$ cat config.mk
export PLATFORM = sky130hd
export DESIGN_NAME = mem_store_pack
export DESIGN_NICKNAME = d
export VERILOG_FILES = /design/src/rtl/mips_mem_pkg.sv /design/src/rtl/store_lane_pack.sv /design/src/rtl/mem_store_pack.sv
export SDC_FILE = /design/constraint.sdc
export NUM_CORES = 1
export LEC_CHECK = 0
export CORE_AREA = 8 8 90 112
export DETAILED_ROUTE_END_ITERATION = 6
export DIE_AREA = 0 0 98 120
export PLACE_DENSITY_LB_ADDON = 0.25
export SLEW_MARGIN = 15
export SYNTH_ARGS = -nofsm -noshare
export SYNTH_HDL_FRONTEND = slang
export SYNTH_SLANG_ARGS = --single-unit
$ cat constraint.sdc
create_clock -name clk -period 3.6 [get_ports clk]
set_input_delay 0.72 -clock clk [delete_from_list [all_inputs] [get_ports clk]]
set_output_delay 0.72 -clock clk [all_outputs]
set_load 0.01 [all_outputs]
$ cat src/rtl/mips_mem_pkg.sv
// Shared encodings for the store datapath: access sizes, FSM states and the dmem write payload.
package mips_mem_pkg;

    localparam int unsigned ADDR_W = 32;
    localparam int unsigned DATA_W = 32;
    localparam int unsigned WEN_W  = DATA_W / 8;

    localparam logic [1:0] SIZE_B   = 2'b00;
    localparam logic [1:0] SIZE_H   = 2'b01;
    localparam logic [1:0] SIZE_W   = 2'b10;
    localparam logic [1:0] SIZE_RSV = 2'b11;

    typedef enum logic [1:0] {
        IDLE = 2'b00,
        BUSY = 2'b01,
        RESP = 2'b10
    } state_e;

    typedef struct packed {
        logic [ADDR_W-1:0] addr;
        logic [DATA_W-1:0] wdata;
        logic [WEN_W-1:0]  wen;
    } store_pkt_t;

endpackage

$ cat src/rtl/store_lane_pack.sv
// Combinational store narrowing: lane replication, byte enables and alignment check.
// STORE_ADES_EXC_EN enables the misalign flag; otherwise it is constant 0.
module store_lane_pack
    import mips_mem_pkg::*;
(
    input  logic [1:0]        size,
    input  logic [1:0]        addr_lo,
    input  logic [DATA_W-1:0] data,
    output logic [WEN_W-1:0]  wen_c,
    output logic [DATA_W-1:0] wdata_c,
    output logic              misalign_c
);

    always_comb begin
        wen_c      = 4'b1111;
        wdata_c    = data;
        misalign_c = 1'b0;
        case (size)
            SIZE_B: begin
                wdata_c = {4{data[7:0]}};
                wen_c   = 4'b0001 << addr_lo;
            end
            SIZE_H: begin
                wdata_c = {2{data[15:0]}};
                wen_c   = addr_lo[1] ? 4'b1100 : 4'b0011;
`ifdef STORE_ADES_EXC_EN
                misalign_c = addr_lo[0];
`endif
            end
            default: begin
                // Word and the reserved encoding both store the full word
                wdata_c = data;
                wen_c   = 4'b1111;
`ifdef STORE_ADES_EXC_EN
                misalign_c = (size == SIZE_RSV) || (addr_lo != 2'b00);
`endif
            end
        endcase
    end

endmodule

$ cat src/rtl/mem_store_pack.sv
// Store unit: packs GPR data into byte lanes and runs one outstanding dmem write with ack/timeout.
// Optional STORE_ADES_EXC_EN raises exc_ades/bad_vaddr on misaligned stores instead of writing.
module mem_store_pack
    import mips_mem_pkg::*;
#(
    parameter int unsigned TIMEOUT = 16
) (
    input  logic              clk,
    input  logic              resetn,
    input  logic              req_valid,
    output logic              req_ready,
    input  logic [ADDR_W-1:0] req_addr,
    input  logic [DATA_W-1:0] req_wdata,
    input  logic [1:0]        req_size,
    output logic              mem_en,
    output logic [WEN_W-1:0]  mem_wen,
    output logic [ADDR_W-1:0] mem_addr,
    output logic [DATA_W-1:0] mem_wdata,
    input  logic              mem_ack,
    output logic              done,
    output logic              bus_err,
    output logic              exc_ades,
    output logic [ADDR_W-1:0] bad_vaddr
);

    localparam int unsigned TO_LAST = (TIMEOUT == 0) ? 0 : TIMEOUT - 1;
    localparam int unsigned CNT_W   = (TO_LAST < 1) ? 1 : $clog2(TO_LAST + 1);

    state_e            state_q, state_d;
    logic [CNT_W-1:0]  cnt_q, cnt_d;
    store_pkt_t        pkt_q, pkt_d;
    logic              en_q, en_d;
    logic              ready_q, ready_d;
    logic              done_q, done_d;
    logic              err_q, err_d;
    logic              ades_q, ades_d;
    logic [ADDR_W-1:0] bad_q, bad_d;

    logic [WEN_W-1:0]  lane_wen_c;
    logic [DATA_W-1:0] lane_wdata_c;
    logic              lane_misalign_c;

    store_lane_pack u_lane (
        .size       (req_size),
        .addr_lo    (req_addr[1:0]),
        .data       (req_wdata),
        .wen_c      (lane_wen_c),
        .wdata_c    (lane_wdata_c),
        .misalign_c (lane_misalign_c)
    );

    // Next-state and next-output logic; payload is zero whenever not BUSY
    always_comb begin
        state_d = state_q;
        cnt_d   = cnt_q;
        pkt_d   = '0;
        en_d    = 1'b0;
        done_d  = 1'b0;
        err_d   = 1'b0;
        ades_d  = 1'b0;
        bad_d   = bad_q;
        case (state_q)
            IDLE: begin
                if (req_valid) begin
                    if (lane_misalign_c) begin
                        state_d = RESP;
                        ades_d  = 1'b1;
                        bad_d   = req_addr;
                    end else begin
                        state_d    = BUSY;
                        en_d       = 1'b1;
                        cnt_d      = '0;
                        pkt_d.addr  = {req_addr[ADDR_W-1:2], 2'b00};
                        pkt_d.wdata = lane_wdata_c;
                        pkt_d.wen   = lane_wen_c;
                    end
                end
            end
            BUSY: begin
                // Ack wins over a timeout landing in the same cycle
                if (mem_ack) begin
                    state_d = RESP;
                    done_d  = 1'b1;
                end else if ((TIMEOUT != 0) && (cnt_q == CNT_W'(TO_LAST))) begin
                    state_d = IDLE;
                    err_d   = 1'b1;
                end else begin
                    en_d  = 1'b1;
                    pkt_d = pkt_q;
                    if (TIMEOUT != 0) begin
                        cnt_d = cnt_q + CNT_W'(1);
                    end
                end
            end
            RESP: begin
                state_d = IDLE;
            end
            default: begin
                state_d = IDLE;
            end
        endcase
        ready_d = (state_d == IDLE);
    end

    always_ff @(posedge clk or negedge resetn) begin
        if (!resetn) begin
            state_q <= IDLE;
            cnt_q   <= '0;
            pkt_q   <= '0;
            en_q    <= 1'b0;
            ready_q <= 1'b1;
            done_q  <= 1'b0;
            err_q   <= 1'b0;
            ades_q  <= 1'b0;
            bad_q   <= '0;
        end else begin
            state_q <= state_d;
            cnt_q   <= cnt_d;
            pkt_q   <= pkt_d;
            en_q    <= en_d;
            ready_q <= ready_d;
            done_q  <= done_d;
            err_q   <= err_d;
            ades_q  <= ades_d;
            bad_q   <= bad_d;
        end
    end

    assign req_ready = ready_q;
    assign mem_en    = en_q;
    assign mem_wen   = pkt_q.wen;
    assign mem_addr  = pkt_q.addr;
    assign mem_wdata = pkt_q.wdata;
    assign done      = done_q;
    assign bus_err   = err_q;
    assign exc_ades  = ades_q;
    assign bad_vaddr = bad_q;

endmodule

Yosys cells after proc, flatten, opt, wreduce, memory -nomap -nowiden
Cells that the tools add are included.
{"block": "op_classes", "n_addsub": 1, "multipliers": 0, "div_mod_pow": 0, "magnitude_cmp": 0, "n_eq_ne": 7, "shift": 1, "muxes": 24, "n_bitwise": 0, "n_reduce_logical": 5}
{"operator": "$mux W68", "n": 3}
{"operator": "$pmux W68 S2", "n": 1}
{"operator": "$pmux W32 S2", "n": 1}
{"operator": "$mux W4", "n": 4}
{"operator": "$pmux W4 S2", "n": 2}
{"operator": "$mux W1", "n": 8}
{"operator": "$logic_not A2 Y1", "n": 3}
{"operator": "$mux W2", "n": 3}
{"operator": "$ne A2 B2 Y1 const B", "n": 3}
{"operator": "$add A4 B1 Y4 const B", "n": 1}
{"operator": "$eq A2 B1 Y1 const B", "n": 2}
{"operator": "$eq A4 B4 Y1 const B", "n": 1}
{"operator": "$pmux W2 S2", "n": 1}
{"operator": "$reduce_and A4 Y1", "n": 1}
{"operator": "$shl A1 B2 Y4 const A", "n": 1}
{"operator": "$ne A3 B3 Y1 const B", "n": 1}
{"operator": "$pmux W1 S2", "n": 1}
{"operator": "$reduce_bool A2 Y1", "n": 1}
{"block": "totals", "ff_bits": 78, "latch_bits": 0, "ram_bits": 0, "rom_bits": 0, "inputBits": 70, "word_cells": 47, "memories": 0}

Depth between registers and ports, before layout
Gate-level depths: netlist of the first run.
{"block": "depth", "word_depth": 5, "depth_mapped": 6, "mapped_depth_nobuf": 4}

Hierarchy
A second synthesis of the first run with hierarchy kept.
{"block": "hier_totals", "hier_cells": 321, "area_unflattened_um2": 4539.4}
{"mod": "mem_store_pack", "instances": 1, "cells_per_inst": 259, "area_each_um2": 4003.8}
{"mod": "store_lane_pack", "instances": 1, "cells_per_inst": 62, "area_each_um2": 535.5}

Worst setup path after synthesis of the first run
No wires, ideal clock.
{"block": "synth_timing", "path_kind": "input -> register", "start": "in req_valid", "end": "reg pkt_q (netlist bit mem_wdata[14])", "setup_time_ns": 0.075, "arrival_ns": 1.507, "t_required_ns": 3.525, "path_slack_ns": 2.018, "path_stages": 4, "n_path_buf": 2, "path_cell_list": "or3b_1 buf_6 clkbuf_4 o2bb2ai_2"}
{"block": "synth_between", "elab_chain_cells": 2}
{"item": "start, declared", "line": "mem_store_pack.sv:10", "rtl": "input logic req_valid,"}
{"item": "$mux W68", "line": "mem_store_pack.sv:64", "rtl": "if (req_valid) begin"}
{"item": "$pmux W68 S2", "line": "mem_store_pack.sv:62", "rtl": "case (state_q)"}
{"item": "end signal, assigned", "line": "mem_store_pack.sv:119", "rtl": "pkt_q <= pkt_d;"}
{"item": "end, declared", "line": "mem_store_pack.sv:31", "rtl": "store_pkt_t pkt_q, pkt_d;"}
Every way passes these cells.
A chain may end at the register's enable or synchronous reset.

Final worst setup path of the first run
{"block": "layout_timing", "start": "in mem_ack", "end": "reg pkt_q (netlist bit mem_wdata[2])"}
{"block": "layout_between", "elab_chain_cells": 2, "word_cells_on_any_way": 3, "cone_classes": "1 x eq/ne; 2 x mux"}
{"item": "start, declared", "line": "mem_store_pack.sv:19", "rtl": "input logic mem_ack,"}
{"item": "$mux W68", "line": "mem_store_pack.sv:81", "rtl": "if (mem_ack) begin"}
{"item": "$pmux W68 S2", "line": "mem_store_pack.sv:62"}
Parallel ways exist; a longest one is shown, timed or not.

==> results of run 1 <==
[kinds of logic after synthesis]
logic type	count (synthesis)	synth area share, %
compound gates	88	23.7
other cells	1	0.106
mux	17	4.82
simple gates	29	5.49
fa+ha+maj	1	0.354
flops	76	53.9
buf+inv	54	11.7
[layer usage]
metal	GRT usage, %	share of wire [%]	up-vias
met5	0	0	-
met2	29.0	52	91
li1	-	-	1194
met3	6.03	6.9	15
met1	18.5	40	1335
met4	8.11	1.9	0
[metrics by stage]
stage	hold slack [ns]	worst slack [ns]	cells	power (mW)	util, %
after global placement	0.474	1.06	491	1.93	57.2
after detailed placement	0.473	1.01	491	1.95	57.2
final	0.496	1.38	507	2.70	60.0
after global routing	0.509	1.26	507	2.84	60.0
after floorplan	0.424	2.02	300	1.54	-
after CTS	0.494	1.38	507	2.74	60.0
[cells in the mapped netlist]
master / instances / area share, %
buf_4: 35 / 7.4
dfstp_2: 1 / 0.74
o21ai_1: 1 / 0.14
nor3_1: 4 / 0.57
a21o_1: 1 / 0.21
dfrtp_1: 75 / 53
a41oi_1: 1 / 0.25
nor2_4: 1 / 0.32
or2_2: 1 / 0.18
inv_1: 1 / 0.11
or2_1: 2 / 0.35
or3b_1: 2 / 0.50
nor2b_1: 4 / 0.71
conb_1: 1 / 0.11
nor3b_4: 1 / 0.53
o22ai_1: 4 / 0.71
o2bb2ai_2: 20 / 8.5
a21oi_1: 1 / 0.14
nor3b_2: 1 / 0.35
mux2i_1: 17 / 4.8
o21ai_0: 9 / 1.3
and2_1: 2 / 0.35
clkbuf_4: 1 / 0.21
nand2_1: 3 / 0.32
a211oi_1: 5 / 1.1
nand2b_1: 1 / 0.18
clkbuf_1: 3 / 0.32
a22o_1: 38 / 9.4
o2bb2ai_1: 8 / 2.0
buf_2: 5 / 0.71
nand3_1: 3 / 0.42
and3b_1: 2 / 0.50
nor2_1: 2 / 0.21
buf_6: 9 / 2.9
ha_1: 1 / 0.35
[flip-flops by register name (all words and copies together), names as in the netlist]
signal     flops
mem_en         1
state_q        2
req_ready      1
done           1
mem_wen        4
mem_wdata     32
cnt_q          4
mem_addr      30
bus_err        1
[power by group]
part	switching, mW	total, mW	leakage, nW	internal [mW]
sequential	0.113	1.12	1.01	1.01
clock	0.314	0.776	0.120	0.462
combinational	0.376	0.809	1.06	0.432
[area by class of cell]
cell class,count,area share (%)
flip-flops and latches,76,37.7
clock buffers,10,2.53
repair buffers,144,28.2
clock inverters,6,2.23
inverters,1,0.0743
well taps,100,2.48
multi-input cells,170,26.8
[worst max path at each step]
stage | from | to | cells after the start
after floorplan | req_valid | mem_wdata[14] | 4
final | mem_ack | mem_wdata[2] | 5
after global placement | req_valid | mem_wdata[28] | 5
after CTS | mem_ack | mem_addr[17] | 5
after detailed placement | mem_ack | mem_addr[31] | 5
after global routing | mem_ack | mem_wdata[2] | 5
[critical path, delay by kind of cell]
family          cells  cell delay, ns
buf+inv             2            0.97
compound gates      1            0.20
simple gates        2            0.57
==> results.json, run 1 <==
{
  "grt_max_degree": 77,
  "final_common_cell": "clkdlybuf4s50_1",
  "drv_slew": 0,
  "ff_latch_area_um2": 1900,
  "slew_headroom_pct": 31.0,
  "crit_fanout": 44,
  "post-dp-hpwl_um": 7420,
  "drc_errors": 0,
  "core_area_um2": 8420,
  "worstSetupEndpointType": "flop",
  "area_growth_pct": 43.0,
  "drv_cap": 0,
  "p_leak_nw": 2.19,
  "cts_root_buffer": "clkbuf_8",
  "yosysWarnings": 0,
  "fill_cells": 686,
  "cts_setup_buffers": 0,
  "multiInputGateArea_um2": 1350,
  "cts_resized": 0,
  "timing.rr.start": "cnt_q[0]",
  "reg2regPathDepth": 5,
  "cp_slowest_stage_delay_ns": 0.49,
  "worstSetupPathType": "in -> reg",
  "synth_cell_types": 35,
  "setup_tns_ns": 0,
  "fin_nets": 473,
  "skew_ns": 0.00786,
  "cts_tree": "done",
  "mostFrequentLayoutCells": "clkdlybuf4s50_1 (138), dfrtp_1 (75), a22o_1 (38), conb_1 (35), o2bb2ai_2 (20)",
  "arrival_ns": 2.50,
  "clockBufferDepth": 2,
  "antenna_cells": 0,
  "period_share_pct": 61.7,
  "grt_antenna_before_repair": 0,
  "io_buffers": 139,
  "clock.fmax_mhz": 450,
  "grt_pass1_wl_um": 15800,
  "gr-total-overflow": 0,
  "drtIter0Drc": 139,
  "clk_pin_slew_ns": 0.07,
  "rrSetupSlack_ns": 1.67,
  "syn_inst": 266,
  "hold_viol_final": 0,
  "synth_seq_area_share_pct": 53.9,
  "start_util_pct": 42.0,
  "crit_chain": "clkdlybuf4s50_1, nor3b_4, and2_2, buf_4, a22o_1",
  "fp.dieW_um": 98,
  "tightest_slew_ns": 1.03,
  "startpoint_type": "input pin",
  "hp-class": "in -> async",
  "die_h_um": 120,
  "ant_nets": 0,
  "cts-buffers-inserted": 9,
  "wl_per_cell_um": 19.8,
  "cts_hold_buffers": 0,
  "ios": 175,
  "final_cell_area_um2": 5050,
  "std_cell_rows": 38,
  "avgSynthCellArea_um2": 13.3,
  "timing.rr.end": "mem_wdata[2]",
  "finalCriticalPeriod_ns": 2.22,
  "dieArea_um2": 11800,
  "crit_required_ns": 3.88,
  "ctsHtreeMaxLevel": 3,
  "vias_per_cell": 5.20,
  "first_pass_iters": 4,
  "syn_area_um2": 3530,
  "ys_seq_elements": 76,
  "insertion_delay_ns": 0.35,
  "route.vias.total": 2635,
  "routabilityCongestion": 0.794,
  "status": "finished, final reports clean",
  "critPathSlowestCell": "buf_4",
  "setup_viol": 0,
  "drive_gt1_share_pct": 11.5,
  "clock_sinks": 76,
  "postPlaceCellArea_um2": 4810,
  "p_per_area_nw_per_um2": 535,
  "wl_um": 10100,
  "track_usage_pct": 17.0,
  "grt_pass1_vias": 2872,
  "rsz0062_at_grt": "no",
  "ir_drop_uv": 294
}
Note: power is estimated with default switching activity, not from simulation.
==> run 2, diff against run 1 <==
--- a/config.mk
+++ b/config.mk
@@ -5,9 +5,9 @@
 export SDC_FILE = /design/constraint.sdc
 export NUM_CORES = 1
 export LEC_CHECK = 0
-export CORE_AREA = 8 8 90 112
+export CORE_AREA = 8 8 93 115
 export DETAILED_ROUTE_END_ITERATION = 6
-export DIE_AREA = 0 0 98 120
+export DIE_AREA = 0 0 101 123
 export PLACE_DENSITY_LB_ADDON = 0.25
 export SLEW_MARGIN = 15
 export SYNTH_ARGS = -nofsm -noshare
==> constraint.sdc (replaced) <==
create_clock -name clk -period 2.3 [get_ports clk]
set_input_delay 0.46 -clock clk [delete_from_list [all_inputs] [get_ports clk]]
set_output_delay 0.46 -clock clk [all_outputs]
set_load 0.01 [all_outputs]
==> run 2 against run 1 <==
Effect of this change: die area up 5.6%; first-iteration DRC count down 6.5%; sequential share of layout area down 1.2 points; clock skew down 0.0020 ns; global-route usage down 0.97 points; register-to-register slack worse by 1.0 ns; power up 64%; sequential cell count unchanged; non-clock buffer count up 4; via count down 0.76%; sequential power up 56%; critical path type is now reg -> out; largest cell class unchanged.
==> results.json, run 2 (synthesis gave the netlist of run 1 again) <==
{
  "status": "finished, final reports clean",
  "finalWorstSetupSlack_ns": 0.479,
  "die_h_um": 123,
  "clock.fmax_mhz": 549,
  "gr-total-overflow": 0,
  "postPlaceCellArea_um2": 4920,
  "startpoint_type": "flop",
  "grt_pass1_wl_um": 15300,
  "period_share_pct": 79.2,
  "path_delay_family": "buffers and inverters",
  "route.vias.total": 2615,
  "mostFrequentLayoutCells": "clkdlybuf4s50_1 (138), dfrtp_1 (75), a22o_1 (38), conb_1 (35), o2bb2ai_2 (20)",
  "routabilityCongestion": 0.789,
  "antenna_cells": 0,
  "reg2regPathDepth": 5,
  "cts_resized": 0,
  "start_util_pct": 39.3,
  "cts-buffers-inserted": 9,
  "p_leak_nw": 2.25,
  "first_pass_iters": 4,
  "track_usage_pct": 16.0,
  "worstSetupPathType": "reg -> out",
  "io_buffers": 139,
  "p_per_area_nw_per_um2": 852,
  "setup_tns_ns": 0,
  "rsz0062_at_grt": "no",
  "largest_reg_flops": 32,
  "place_ws_ns": 0.244,
  "drv_cap": 0,
  "critPathCapture": "req_ready",
  "area_growth_pct": 47.6,
  "clockBufferDepth": 2,
  "crit_required_ns": 1.84,
  "drv_slew": 0,
  "grt_max_degree": 52,
  "grt_antenna_before_repair": 0,
  "core_area_um2": 8980,
  "cts_tree": "done",
  "hold_viol_final": 0,
  "ir_drop_uv": 428,
  "final_common_cell": "clkdlybuf4s50_1",
  "finalNonFillerCells": 534,
  "dieArea_um2": 12400,
  "wl_um": 10100,
  "worstSetupEndpointType": "output pin",
  "fin_nets": 477,
  "drive_gt1_share_pct": 12.4,
  "final_cell_area_um2": 5210,
  "cts_setup_buffers": 0,
  "cp.depth": 1,
  "critPathSlowestCell": "clkdlybuf4s50_1",
  "path_buf_inv": 1,
  "std_cell_rows": 39,
  "insertion_delay_ns": 0.33,
  "clock_sinks": 76,
  "cts_hold_buffers": 0,
  "wl_per_cell_um": 18.9,
  "finalCriticalPeriod_ns": 1.82,
  "cp_slowest_stage_delay_ns": 0.53,
  "fp.dieW_um": 101,
  "crit_start": "req_ready",
  "arrival_ns": 1.36,
  "skew_ns": 0.00587,
  "vias_per_cell": 4.90,
  "timing.rr.end": "mem_en",
  "post-dp-hpwl_um": 7460,
  "grt_pass1_vias": 2742,
  "crit_chain": "clkdlybuf4s50_1",
  "hp-class": "in -> async",
  "clk_pin_slew_ns": 0.06,
  "cts_root_buffer": "clkbuf_16",
  "drtIter0Drc": 130,
  "ios": 175,
  "rrSetupSlack_ns": 0.67,
  "place_inst": 518,
  "ctsHtreeMaxLevel": 3,
  "ant_nets": 0,
  "setup_viol": 0,
  "timing.rr.start": "cnt_q[0]",
  "drc_errors": 0,
  "crit_fanout": 1
}
-- run 2: how the worst min path moves through the flow --
stage               startpoint  slack [ns]  cells after the start             to
floorplan               resetn        0.16                      0        bus_err
global placement        resetn        0.40                      1  mem_wdata[16]
detailed placement      resetn        0.40                      1  mem_wdata[17]
CTS                     resetn        0.05                      1  mem_wdata[17]
global route            resetn        0.07                      1  mem_wdata[17]
finish                  resetn        0.05                      1  mem_wdata[17]
-- run 2: per-stage QoR --
| stage | util (%) | power [mW] | hold WS (ns) |
|---|---|---|---|
| after floorplan | - | 2.40 | 0.164 |
| after global placement | 54.8 | 3.07 | 0.400 |
| after detailed placement | 54.8 | 3.10 | 0.401 |
| after CTS | 58.1 | 4.49 | 0.0489 |
| after global routing | 58.1 | 4.66 | 0.0695 |
| final | 58.1 | 4.44 | 0.0512 |
-- run 2: routing by layer --
layer / wire, um / part of all wire (%) / track usage (%) / vias up
li1: - / - / - / 1212
met1: 3980 / 40 / 19.0 / 1291
met2: 5130 / 51 / 26.8 / 100
met3: 771 / 7.7 / 4.56 / 12
met4: 191 / 1.9 / 6.63 / 0
met5: 0 / 0 / 0 / -
-- run 2: power breakdown --
group,leakage [nW],switching (mW),internal [mW]
registers,1.01,0.169,1.58
logic,1.10,0.601,0.712
clock network,0.142,0.541,0.840
-- run 2: final cells by class --
cell class,instances,area (um2)
fill,767,3760
clock buffer,10,229
timing repair buffer,148,1510
clock inverter,6,65.1
sequential,76,1900
tap,123,154
inverter,1,3.75
multi-input combinational,170,1350
